===== config.mk =====
export PLATFORM = sky130hd
export DESIGN_NAME = shift_seq_ctrl
export DESIGN_NICKNAME = d
export VERILOG_FILES = /design/src/rtl/shift_seq_ctrl.sv
export SDC_FILE = /design/constraint.sdc
export NUM_CORES = 1
export LEC_CHECK = 0
export CORE_MARGIN = 4
export CORE_UTILIZATION = 46
export CTS_BUF_LIST = sky130_fd_sc_hd__clkbuf_4 sky130_fd_sc_hd__clkbuf_8
export DETAILED_ROUTE_END_ITERATION = 7
export PLACE_DENSITY = 0.93
export SLEW_MARGIN = 20
export SYNTH_ARGS = -nofsm -noshare
export SYNTH_HDL_FRONTEND = slang
export SYNTH_SLANG_ARGS = --single-unit
export TNS_END_PERCENT = 20

===== constraint.sdc =====
create_clock -name clk -period 1.6 [get_ports clk]
set_input_delay 0.16 -clock clk [delete_from_list [all_inputs] [get_ports clk]]
set_output_delay 0.16 -clock clk [all_outputs]
set_load 0.02 [all_outputs]

===== src/rtl/shift_seq_ctrl.sv =====
// shift_seq_ctrl: command sequencer for univ_shift.
// Accepts a command over valid/ready, then drives the register with one load
// cycle, the requested number of shift cycles, and a one-cycle done pulse.
module shift_seq_ctrl #(
    parameter int N     = 4,
    parameter int CNT_W = 3
) (
    input  logic             clk,
    input  logic             reset,
    input  logic             cmd_valid,
    output logic             cmd_ready,
    input  logic             cmd_dir,
    input  logic [CNT_W-1:0] cmd_count,
    input  logic [N-1:0]     cmd_data,
    input  logic             abort,
    output logic [1:0]       sr_control,
    output logic [N-1:0]     sr_data_in,
    output logic             busy,
    output logic             done,
    output logic [CNT_W-1:0] shifts_left
);

    typedef enum logic [1:0] {
        IDLE  = 2'b00,
        LOAD  = 2'b01,
        SHIFT = 2'b10,
        DONE  = 2'b11
    } state_t;

    localparam logic [1:0] CTRL_HOLD  = 2'b00;
    localparam logic [1:0] CTRL_LEFT  = 2'b01;
    localparam logic [1:0] CTRL_RIGHT = 2'b10;
    localparam logic [1:0] CTRL_LOAD  = 2'b11;

    localparam logic [CNT_W-1:0] CNT_MAX = CNT_W'(N);

    state_t           state_q, state_d;
    logic             dir_q;
    logic [CNT_W-1:0] left_q, left_d;
    logic [N-1:0]     data_q;
    logic             accept;
    logic [CNT_W-1:0] count_clamped;

    // Saturate the requested count at the register width.
    always_comb begin
        count_clamped = (cmd_count > CNT_MAX) ? CNT_MAX : cmd_count;
    end

    // Next-state and output decode from registered state, captured dir and abort.
    always_comb begin
        state_d    = state_q;
        left_d     = left_q;
        cmd_ready  = 1'b0;
        accept     = 1'b0;
        busy       = (state_q != IDLE);
        done       = 1'b0;
        sr_control = CTRL_HOLD;
        case (state_q)
            IDLE: begin
                cmd_ready = !abort;
                if (cmd_valid && !abort) begin
                    accept  = 1'b1;
                    state_d = LOAD;
                    left_d  = count_clamped;
                end
            end
            LOAD: begin
                if (abort) begin
                    state_d = IDLE;
                    left_d  = '0;
                end else begin
                    sr_control = CTRL_LOAD;
                    state_d    = (left_q == '0) ? DONE : SHIFT;
                end
            end
            SHIFT: begin
                if (abort) begin
                    state_d = IDLE;
                    left_d  = '0;
                end else begin
                    sr_control = dir_q ? CTRL_RIGHT : CTRL_LEFT;
                    left_d     = left_q - 1'b1;
                    if (left_q <= CNT_W'(1)) begin
                        state_d = DONE;
                    end
                end
            end
            DONE: begin
                done    = 1'b1;
                state_d = IDLE;
            end
            default: begin
                state_d = IDLE;
                left_d  = '0;
            end
        endcase
    end

    // State, remaining-shift counter and captured command fields.
    always_ff @(posedge clk or negedge reset) begin
        if (!reset) begin
            state_q <= IDLE;
            left_q  <= '0;
            dir_q   <= 1'b0;
            data_q  <= '0;
        end else begin
            state_q <= state_d;
            left_q  <= left_d;
            if (accept) begin
                dir_q  <= cmd_dir;
                data_q <= cmd_data;
            end
        end
    end

    assign sr_data_in  = data_q;
    assign shifts_left = left_q;

endmodule


==> flow_metrics.py <==
metrics = {
    "critical_path": {
        "slowest_delay_ns": 0.39,
        "r2r_start": "state_q[1]",
        "cp_slowest_cell": "dfrtp_1",
        "path_buf_inv": 2,
        "crit_family": "flip-flops",
        "cp.required_ns": 1.76,
        "end_kind": "flip-flop",
        "criticalPathCategory": "reg2reg",
        "critPathMostFrequentCell": "buf_4",
        "path_cells": "buf_4 > ha_2 > buf_4 > nor2b_1 > a32oi_2 > mux2i_1",
        "critical_path_arrival_ns": 1.78,
        "startpoint": "state_q[1]",
        "startpoint_type": "flip-flop",
        "critPathMaxFanout": 4,
    },
    "global_route": {
        "grt_pass1_vias": 630,
        "grt-ovfl-total": 0,
        "antenna_found_initial": 0,
        "grt_first_pass_wirelength_um": 2680,
        "grt_max_degree": 11,
        "track_usage_pct": 17.7,
    },
    "logic_synthesis": {
        "netlist_area_um2": 707,
        "ys_types": 24,
        "synth_edf_count": 0,
        "synth-seq-cells": 10,
        "ys.flop_type": "dfrtp_1",
        "yosysWarnings": 0,
        "ys_top_cells_by_area": "dfrtp_1 35%, ha_1 14%, mux2_4 11%",
        "yosysTopAreaCellShare_pct": 35.4,
        "synth_area_leader_cell": "dfrtp_1",
        "synth_most_common_cell": "dfrtp_1",
        "async_reset_ff_share_pct": 100,
        "ys_seq_area_share_pct": 35.4,
        "yosys-top-cells-count": "10 x dfrtp_1, 9 x inv_1, 8 x ha_1",
        "mappedNetlistNets": 82,
        "synth_area_per_cell_um2": 11.4,
        "synthCells": 62,
    },
    "final_layout": {
        "nets": 119,
        "stdcell_count": 112,
        "final_area_um2": 1050,
        "drive_above_1_share_pct": 30.9,
        "syn_to_final_growth_pct": 48.3,
        "antennaDiodeCount": 0,
    },
    "timing": {
        "skew_ns": 0.000845,
        "post-route-period-util_pct": 101,
        "relSlewSlack_pct": 69.6,
        "slew_violations": 0,
        "worstMarginPinSlew_ns": 0.454,
        "finalSetupViolCount": 1,
        "hold_violations": 0,
        "period_needed_ns": 1.62,
        "grt_setup_unrepaired": "yes",
        "fmax_mhz": 619,
        "fin_ws_ns": -0.0152,
    },
    "place": {
        "portBuffers": 23,
        "place_area_um2": 1020,
        "hpwl_um": 1460,
        "gp_congestion": 0.841,
        "placed_cells": 109,
    },
    "die": {
        "die_w_um": 47.2,
        "core-area_um2": 1370,
        "die_area_um2": 2230,
        "row_count": 13,
        "ios": 24,
        "die-height_um": 47.2,
        "initial_utilization_pct": 51.7,
    },
    "route": {
        "dr.pass1.iters": 4,
        "wl_um": 1770,
        "drtIter0Drc": 4,
        "wire_per_inst_um": 15.8,
        "vias": 608,
        "ant_nets": 0,
        "avgViaCountPerCell": 5.43,
        "drc": 0,
    },
    "cts": {
        "clk_pin_slew_worst_paths_ns": 0.06,
        "clock-sinks": 10,
        "cts_max_level": 1,
        "clock_latency_ns": 0.25,
        "cts_buffer_depth": 2,
        "cts_tree": "done",
        "cts_root_buffer": "clkbuf_4",
        "cts_buffers": 3,
    },
    "worst_hold_path": {
        "hold_path_class": "in2async",
    },
    "pwr": {
        "ir_worst_vdd_v": 0.00111,
        "power_frac_seq_pct": 24.3,
        "p_sw_uw": 730,
        "design_power_total_uw": 1820,
        "leakagePower_uw": 0.000511,
        "pwr-share-comb_pct": 67.1,
        "power.density_nw_per_um2": 1740,
        "p_clk_share_pct": 8.7,
        "switching_share_pct": 40.1,
        "intPower_uw": 1090,
    },
    "status": {
        "status": "complete, but fails checks",
        "violations": "negative setup slack",
    },
    "flow_run": {
        "max-cap-violations": 0,
    },
}
==> cells in the final DEF, fill, tap and decap left out, types with 2 or more instances in the layout <==
cell type	netlist	layout
clkdlybuf4s50_1	0	18
dfrtp_1	10	10
buf_4	0	10
inv_1	9	8
ha_1	8	6
nor2_1	5	5
mux2_4	5	5
mux2i_1	4	4
clkbuf_4	0	3
nand2b_1	2	2
a21oi_1	2	2
a2bb2oi_1	2	2
ha_2	0	2
dlygate4sd2_1	0	2
==> cells by family (layout without fill, tap and decap cells) <==
logic type                 count (synthesis)  in the layout  synth area share (%)
and+or+nand+nor                           15             15                  14.7
AOI/OAI and AO/OA                         11             11                  14.7
DFF                                       10             10                  35.4
muxes                                      9              9                  16.3
buffers and inverters                      9             44                  4.78
adders and majority gates                  8              8                  14.2
==> layout make-up <==
| type | count | area [µm²] |
|---|---|---|
| inverter | 9 | 33.8 |
| clock buffer | 3 | 22.5 |
| tap | 15 | 18.8 |
| fill | 95 | 318 |
| timing repair buffer | 32 | 289 |
| multi-input combinational | 43 | 434 |
| sequential | 10 | 250 |
==> layer usage <==
layer	wire length [µm]	share of wire, %	GRT usage [%]	up-vias
li1	-	-	-	289
met1	747	42	20.0	299
met2	933	53	32.5	18
met3	80	4.5	2.30	2
met4	9	0.51	8.29	0
met5	0	0	0	-
==> worst register-to-register path, stage by stage, from the launching register on <==
cell and delay, ns:
dfrtp_1 0.39, buf_4 0.15, ha_2 0.18, buf_4 0.15, nor2b_1 0.15, a32oi_2 0.25
mux2i_1 0.26
==> flip-flops by register name, summed over array words and instances (netlist names) <==
name,flops
sr_data_in,4
shifts_left,3
state_q,2
dir_q,1
==> final timing paths <==
check / endpoint / slack (ns) / depth (start not counted)
worst min-delay path: shifts_left[1] / 0.23 / 1
worst max-delay path: state_q[1] / -0.02 / 6
worst min register to register: sr_data_in[2] / 0.52 / 1
max in group asynchronous: sr_data_in[2] / 1.07 / 1
worst max register to register: state_q[1] / -0.02 / 6
min in group clk: sr_data_in[2] / 0.52 / 1
==> through the flow <==
| stage | worst slack [ns] | setup TNS [ns] | utilization, % | hold slack, ns |
|---|---|---|---|---|
| after floorplan | 0.0133 | 0 | - | -0.136 |
| after global routing | -0.0762 | -0.258 | 76.7 | 0.248 |
| after global placement | -0.0634 | -0.171 | 74.9 | 0.490 |
| after detailed placement | -0.0890 | -0.319 | 74.9 | 0.491 |
| after CTS | -0.0901 | -0.134 | 76.7 | 0.225 |
| final | -0.0152 | -0.0152 | 76.7 | 0.225 |
==> what timing repair did <==
action                                  CTS  global route
hold buffers                              0             0
endpoints found under the setup margin    8             8
pin swaps                                 1             0
setup buffers                             0             0
resized for setup                        11             8
==> power by group through the flow <==
stage / Combinational [µW] / Sequential [µW] / Clock, µW
6_report: 1220 / 441 / 158
3_5_place_dp: 1220 / 442 / 0
2_1_floorplan: 613 / 524 / 0
5_1_grt: 1300 / 455 / 175
4_1_cts: 1210 / 440 / 167
3_3_place_gp: 1170 / 431 / 0
(Power assumes the default switching activity.)
